$ cat src/rtl/bcd_serial_add_ctrl.sv
// Serial BCD adder controller: feeds one digit pair per cycle (LSD first) to a shared
// external BCD digit adder. Optional operand validation with `define BCD_OPERAND_CHECK_EN.
module bcd_serial_add_ctrl #(
   parameter int DIGITS = 4
) (
   input  logic                  CLK,
   input  logic                  RST_N,
   input  logic                  START,
   input  logic [4*DIGITS-1:0]   A,
   input  logic [4*DIGITS-1:0]   B,
   input  logic                  CIN,
   output logic [3:0]            ADD_A,
   output logic [3:0]            ADD_B,
   output logic                  ADD_CIN,
   input  logic [3:0]            ADD_SUM,
   input  logic                  ADD_COUT,
   output logic                  BUSY,
   output logic                  DONE,
   output logic [4*DIGITS-1:0]   SUM,
   output logic                  COUT,
   output logic                  ERR
);

   localparam int W  = 4 * DIGITS;
   localparam int IW = $clog2(DIGITS + 1);

   typedef enum logic [1:0] {IDLE, ADD, FIN} state_t;

   state_t          state_q, state_d;
   logic [IW-1:0]   idx_q, idx_d;
   logic [W-1:0]    a_q, a_d, b_q, b_d;
   logic            carry_q, carry_d;
   logic [W-1:0]    sum_q, sum_d;
   logic            cout_q, cout_d;

`ifdef BCD_OPERAND_CHECK_EN
   logic            err_q, err_d;
   logic            bad_operand;

   always_comb begin
      bad_operand = 1'b0;
      for (int i = 0; i < DIGITS; i++) begin
         if (A[4*i +: 4] > 4'd9 || B[4*i +: 4] > 4'd9) bad_operand = 1'b1;
      end
   end

   assign ERR = err_q;
`else
   assign ERR = 1'b0;
`endif

   // Digit-adder operands depend only on registered state, keeping the external
   // adder path free of any loop through the next-state logic.
   always_comb begin
      ADD_A   = 4'd0;
      ADD_B   = 4'd0;
      ADD_CIN = 1'b0;
      if (state_q == ADD) begin
         ADD_CIN = carry_q;
         for (int i = 0; i < DIGITS; i++) begin
            if (idx_q == IW'(i)) begin
               ADD_A = a_q[4*i +: 4];
               ADD_B = b_q[4*i +: 4];
            end
         end
      end
   end

   always_comb begin
      state_d = state_q;
      idx_d   = idx_q;
      a_d     = a_q;
      b_d     = b_q;
      carry_d = carry_q;
      sum_d   = sum_q;
      cout_d  = cout_q;
`ifdef BCD_OPERAND_CHECK_EN
      err_d   = err_q;
`endif
      case (state_q)
         IDLE: begin
            if (START) begin
               a_d     = A;
               b_d     = B;
               carry_d = CIN;
               idx_d   = '0;
               sum_d   = '0;
               cout_d  = 1'b0;
               state_d = ADD;
`ifdef BCD_OPERAND_CHECK_EN
               err_d   = 1'b0;
               if (bad_operand) begin
                  err_d   = 1'b1;
                  state_d = FIN;
               end
`endif
            end
         end
         ADD: begin
            for (int i = 0; i < DIGITS; i++) begin
               if (idx_q == IW'(i)) sum_d[4*i +: 4] = ADD_SUM;
            end
            carry_d = ADD_COUT;
            idx_d   = idx_q + 1'b1;
            if (idx_q == IW'(DIGITS - 1)) begin
               cout_d  = ADD_COUT;
               state_d = FIN;
            end
         end
         FIN:     state_d = IDLE;
         default: state_d = IDLE;
      endcase
   end

   always_ff @(posedge CLK or negedge RST_N) begin
      if (!RST_N) begin
         state_q <= IDLE;
         idx_q   <= '0;
         a_q     <= '0;
         b_q     <= '0;
         carry_q <= 1'b0;
         sum_q   <= '0;
         cout_q  <= 1'b0;
`ifdef BCD_OPERAND_CHECK_EN
         err_q   <= 1'b0;
`endif
      end else begin
         state_q <= state_d;
         idx_q   <= idx_d;
         a_q     <= a_d;
         b_q     <= b_d;
         carry_q <= carry_d;
         sum_q   <= sum_d;
         cout_q  <= cout_d;
`ifdef BCD_OPERAND_CHECK_EN
         err_q   <= err_d;
`endif
      end
   end

   assign BUSY = (state_q != IDLE);
   assign DONE = (state_q == FIN);
   assign SUM  = sum_q;
   assign COUT = cout_q;

endmodule

$ cat config.mk
export PLATFORM = sky130hd
export DESIGN_NAME = bcd_serial_add_ctrl
export DESIGN_NICKNAME = d
export VERILOG_FILES = /design/src/rtl/bcd_serial_add_ctrl.sv
export SDC_FILE = /design/constraint.sdc
export NUM_CORES = 1
export LEC_CHECK = 0
export ABC_AREA = 1
export CORE_MARGIN = 2
export CORE_UTILIZATION = 30
export CTS_BUF_LIST = sky130_fd_sc_hd__clkbuf_16
export DETAILED_ROUTE_END_ITERATION = 8
export SLEW_MARGIN = 0
export SYNTH_ARGS = -nofsm -noshare
export SYNTH_HDL_FRONTEND = slang
export SYNTH_SLANG_ARGS = --single-unit
$ cat constraint.sdc
create_clock -name CLK -period 4.6 [get_ports CLK]
set_clock_uncertainty 0.1 [all_clocks]
set_input_delay 0.46 -clock CLK [delete_from_list [all_inputs] [get_ports CLK]]
set_output_delay 0.46 -clock CLK [all_outputs]
set_load 0.02 [all_outputs]
==> flow_metrics.env, run 1 <==
export IMPL_outcome="finished, final reports clean"
export IMPL_grt_pass1_wl_microns=10770
export IMPL_yosys_warnings=0
export IMPL_drv_cap=0
export IMPL_synth_fa_ha_area_share_pct=2.369
export IMPL_synthXorXnorAreaFrac_pct=0
export IMPL_vias=2216
export IMPL_max_stage_delay_ps=600
export IMPL_path_cells="inv_1, ha_1, nor2_1, nand2_1, nand2_1, nand2_1, nand2_1, clkdlybuf4s50_1"
export IMPL_slew_headroom_pct=54.04
export IMPL_cts_root_buf="clkbuf_16"
export IMPL_crit_path_frequent_cell="nand2_1"
export IMPL_viasPerCell=4.397
export IMPL_register_area_sq_um=1376
export IMPL_ys_seq_elements=55
export IMPL_die_y_microns=97.83
export IMPL_drive_above_1_share_pct=5.051
export IMPL_globalRouteOverflowTotal=0
export IMPL_n_antenna_cell=0
export IMPL_grt_pass1_vias=2311
export IMPL_routed_wl_microns=6091
export IMPL_drc=0
export IMPL_ant_nets=0
export IMPL_tightestPinTransition_ps=689.4
export IMPL_synth_area_mux_share_pct=0
export IMPL_drt_iter0_drc=114
export IMPL_clk_path_buf_depth=2
export IMPL_yosys_top_cells_area="dfrtp_1, nand2_1, nand3_1, o21ai_0, nor2_1"
export IMPL_die_w_microns=97.83
export IMPL_maxSlewViolCount=0
export IMPL_mostFrequentLayoutCells="nand2_1, clkdlybuf4s50_1, dfrtp_1, inv_1, nor2_1"
export IMPL_die_area_sq_um=9571
export IMPL_regToRegStartpoint="state_q[1]"
export IMPL_mostFrequentLayoutCell="nand2_1"
export IMPL_r2r_end="carry_q"
export IMPL_multiInputGateArea_sq_um=1069
export IMPL_wire_per_inst_microns=12.09
export IMPL_cp_end_kind="output port"
export IMPL_worstSetupEndpoint="ADD_A[1]"
export IMPL_max_freq_mhz=333.5
export IMPL_hold_buffers=0
export IMPL_detailedPlacementHpwl_microns=4340
export IMPL_power_density_nw_per_um2=677.0
export IMPL_clk_latency_ps=280
export IMPL_required_ps=4040
export IMPL_yosysUniqueCellTypes=19
export IMPL_numPortBuffers=68
export IMPL_hold_path_class="input port to asynchronous set/reset pin"
export IMPL_holdWs_ps=187.2
export IMPL_cp_data_arrival_time_ps=2440
export IMPL_cp_startpoint="idx_q[1]"
export IMPL_cts_tree="done"
export IMPL_place_congestion=0.7865
export IMPL_syn2layout_area_growth_pct=31.88
export IMPL_rsz0062_at_grt="false"
export IMPL_core_rowCount=34
export IMPL_h_tree_depth=2
export IMPL_tns_ps=0
export IMPL_filler_cell_count=910
export IMPL_start_kind="flip-flop"
export IMPL_grt_max_degree=56
export IMPL_clock_sinks=55
export IMPL_synth_simple_gate_area_share_pct=34.49
export IMPL_postCtsSetupBuffers=0
export IMPL_synth_top_family_by_area="simple AND/OR/NAND/NOR gates"
export IMPL_nets=441
export IMPL_synth_top_area_share_pct=52.11
export IMPL_core_sq_um=8636
export IMPL_start_util_pct=30.59
export IMPL_reg2regPathDepth=5
export IMPL_firstDrtPassIters=5
export IMPL_cts_resized_gates=0
export IMPL_crit_slowest_cell="clkdlybuf4s50_1"
export IMPL_p_leak_nw=1.785
export IMPL_synth_compound_area_share_pct=3.458
export IMPL_critPathKind="flip-flop to output port"
export IMPL_regToRegSetupSlack_ps=2630
export IMPL_num_io_pins=70
export IMPL_syn_nets=377
export IMPL_antenna_found_initial=0
export IMPL_post_route_period_util_pct=65.18
export IMPL_ys_seq_area_share_pct=52.11
export IMPL_ir_worst_vdd_mv=0.2725
export IMPL_clk_pin_slew_ps=70
export IMPL_worstPathMaxFanout=10
export IMPL_synth_top_area_cell="dfrtp_1"
export IMPL_fin_crit_ps=2998
export IMPL_grt_use_total_pct=13.65
export IMPL_postSynthCellCount=331
export IMPL_setup_violations=0
export IMPL_syn_avg_cell_area_sq_um=7.980
export IMPL_numCtsBuffers=5
export IMPL_finalHoldViolations=0
export IMPL_syn_area_sq_um=2641
[worst min path at each step]
stage / slack [ps] / to / depth (start not counted) / startpoint
after floorplan: 60 / COUT / 0 / RST_N
after global placement: 360 / a_q[5] / 2 / a_q[5]
after detailed placement: 370 / a_q[1] / 2 / a_q[1]
after CTS: 230 / SUM[9] / 2 / RST_N
after global routing: 240 / SUM[9] / 2 / RST_N
final: 190 / SUM[9] / 2 / RST_N
[cells in the mapped netlist (all sizes together)]
library cell and n:
nand3 18, inv 21, dfrtp 55, buf 12
conb 1, nand2 181, o21ai 16, ha 5
nor2 20, a21oi 1, o22ai 1
[metal layers]
layer	share of wire (%)	up-vias	GRT usage [%]
li1	-	1132	-
met1	48	1011	18.61
met2	45	69	22.02
met3	5.9	4	3.865
met4	0.64	0	2.564
met5	0	-	0
[final cells by class]
| type | instances | share of cell area (%) |
|---|---|---|
| clock buffers | 5 | 3.592 |
| clock inverters | 3 | 0.4670 |
| inverters | 21 | 2.263 |
| multi-input cells | 243 | 30.68 |
| flip-flops and latches | 55 | 39.51 |
| well taps | 108 | 3.879 |
| repair buffers | 69 | 19.61 |
[critical path, delay by kind of cell, from the launching register on]
kind / cells / cell delay (ps)
buf+inv: 2 / 680
simple gates: 5 / 790
flops: 1 / 370
fa+ha+maj: 1 / 320
[cell families after synthesis]
group,after synthesis
other,1
AND/OR/NAND/NOR,219
flip-flops,55
buffers and inverters,33
adder cells (fa/ha/maj),5
AO/OA/AOI/OAI,18
[where the power goes]
group / switching [mW] / internal (mW)
clock network: 0.163 / 0.199
logic: 0.716 / 0.461
registers: 0.120 / 0.699
[registers in the layout, indices dropped and copies added (netlist names)]
| register | count |
|---|---|
| state_q | 2 |
| b_q | 16 |
| idx_q | 3 |
| a_q | 16 |
| carry_q | 1 |
| COUT | 1 |
| SUM | 16 |
[per-stage QoR]
step	total power [mW]	setup slack, ps	instances	util, %	cell area, sq um
floorplan	1.615	2588	331	-	2641
global placement	1.995	1930	496	38.70	3342
detailed placement	2.017	1919	496	38.70	3342
CTS	2.393	1547	504	40.34	3483
global route	2.586	1378	504	40.34	3483
finish	2.358	1602	504	40.34	3483
No activity file was read; power rests on OpenSTA's default activity.
==> run 2, diff against run 1 <==
Clock period 4.6 ns to 2.94 ns, I/O delays scaled along.
==> run 2 against run 1 <==
Compared with the run above: critical path depth is 1 lower; clock power is 57% higher; global-route usage is 0.63 points lower; register-to-register slack worse by 1500 ps; final cell count is 0.60% higher; total power is 59% higher; sequential power is 57% higher; utilization is 0.48 points higher; setup slack worse by 1400 ps; hold slack better by 87 ps; cell area is 1.2% higher; clock-buffer cell count stayed put; critical path type unchanged; largest cell class unchanged.
==> flow_metrics.env, run 2 (synthesis gave the netlist of run 1 again) <==
export IMPL_cts_root_buf="clkbuf_16"
export IMPL_p_leak_nw=1.801
export IMPL_holdWs_ps=273.7
export IMPL_dpl_cell_area_sq_um=3349
export IMPL_die_area_sq_um=9571
export IMPL_n_antenna_cell=0
export IMPL_firstDrtPassIters=5
export IMPL_routed_wl_microns=6194
export IMPL_ir_worst_vdd_mv=0.4061
export IMPL_grt_use_total_pct=13.02
export IMPL_place_congestion=0.7298
export IMPL_cp_data_arrival_time_ps=2380
export IMPL_die_y_microns=97.83
export IMPL_dp_slack_ps=453.3
export IMPL_detailedPlacementHpwl_microns=4341
export IMPL_mostFrequentLayoutCell="nand2_1"
export IMPL_core_rowCount=34
export IMPL_required_ps=2550
export IMPL_power_density_nw_per_um2=1063
export IMPL_h_tree_depth=2
export IMPL_syn2layout_area_growth_pct=33.44
export IMPL_total_power_mw=3.747
export IMPL_globalRouteOverflowTotal=0
export IMPL_register_area_sq_um=1376
export IMPL_clk_pin_slew_ps=70
export IMPL_reg2regPathDepth=7
export IMPL_numPortBuffers=68
export IMPL_cp_end_kind="output port"
export IMPL_slew_headroom_pct=58.43
export IMPL_fin_util_pct=40.81
export IMPL_clock_sinks=55
export IMPL_hold_path_class="input port to asynchronous set/reset pin"
export IMPL_maxSlewViolCount=0
export IMPL_tightestPinTransition_ps=623.5
export IMPL_viasPerCell=4.385
export IMPL_grt_pass1_wl_microns=10030
export IMPL_mostFrequentLayoutCells="nand2_1, clkdlybuf4s50_1, dfrtp_1, inv_1, nand3_1"
export IMPL_max_freq_mhz=360.8
export IMPL_nets=444
export IMPL_drive_above_1_share_pct=5.764
export IMPL_drv_cap=0
export IMPL_antenna_found_initial=0
export IMPL_start_kind="flip-flop"
export IMPL_multiInputGateArea_sq_um=1074
export IMPL_num_io_pins=70
export IMPL_ant_nets=0
export IMPL_post_route_period_util_pct=94.27
export IMPL_die_w_microns=97.83
export IMPL_core_sq_um=8636
export IMPL_setup_ws_ps=168.4
export IMPL_drc=0
export IMPL_wire_per_inst_microns=12.22
export IMPL_finalHoldViolations=0
export IMPL_drt_iter0_drc=84
export IMPL_worstPathMaxFanout=14
export IMPL_outcome="finished, final reports clean"
export IMPL_fin_crit_ps=2772
export IMPL_numCtsBuffers=5
export IMPL_vias=2223
export IMPL_critPathKind="flip-flop to output port"
export IMPL_fin_area_sq_um=3525
export IMPL_clk_path_buf_depth=2
export IMPL_start_util_pct=30.59
export IMPL_grt_pass1_vias=2121
export IMPL_setup_violations=0
export IMPL_grt_max_degree=50
export IMPL_clk_latency_ps=290
export IMPL_cts_tree="done"
export IMPL_filler_cell_count=929
-- run 2: final timing paths --
check                           startpoint       end  slack, ps
worst max-delay path              idx_q[2]  ADD_B[0]        170
worst max register to register    idx_q[2]   SUM[12]       1130
worst min register to register     b_q[13]   b_q[13]        380
max in group asynchronous            RST_N  idx_q[1]       1610
worst min-delay path                 RST_N    SUM[9]        270
min in group CLK                   b_q[13]   b_q[13]        380
-- run 2: layout make-up --
cell class	instances	area share (%)
Timing Repair Buffer	72	20.45
Clock inverter	3	0.3195
Clock buffer	5	3.550
Tap cell	108	3.834
Sequential cell	55	39.05
Inverter	21	2.343
Multi-Input combinational cell	243	30.46
-- run 2: what timing repair did --
item | CTS | global route
endpoints found under the setup margin | 0 | 8
resized for setup | 0 | 3
endpoints found under the hold margin | 6 | 0
hold buffers | 1 | 0
setup buffers | 0 | 1
-- run 2: where the power goes --
group,internal (mW),total (mW),leakage [nW],switching [mW]
combinational,0.754,1.89,1.04,1.14
sequential,1.09,1.29,0.694,0.194
clock,0.308,0.570,0.0701,0.262
-- run 2: layer usage --
| metal | GRT usage (%) | up-vias | routed length (microns) |
|---|---|---|---|
| met3 | 3.579 | 5 | 350 |
| li1 | - | 1137 | - |
| met2 | 21.07 | 55 | 2895 |
| met4 | 3.526 | 0 | 73 |
| met1 | 17.26 | 1026 | 2876 |
| met5 | 0 | - | 0 |
-- run 2: critical path, cell delays in order, from the launching register on --
cell,delay [ps]
dfrtp_1,390
inv_1,270
ha_1,200
inv_1,80
nor2_4,340
nand2_1,100
nand2_1,100
clkdlybuf4s50_1,600
-- run 2: stage by stage --
stage | instances | setup TNS [ps]
after global placement | 497 | 0
after CTS | 506 | 0
final | 507 | 0
after global routing | 507 | -9.691
after floorplan | 331 | 0
after detailed placement | 497 | 0
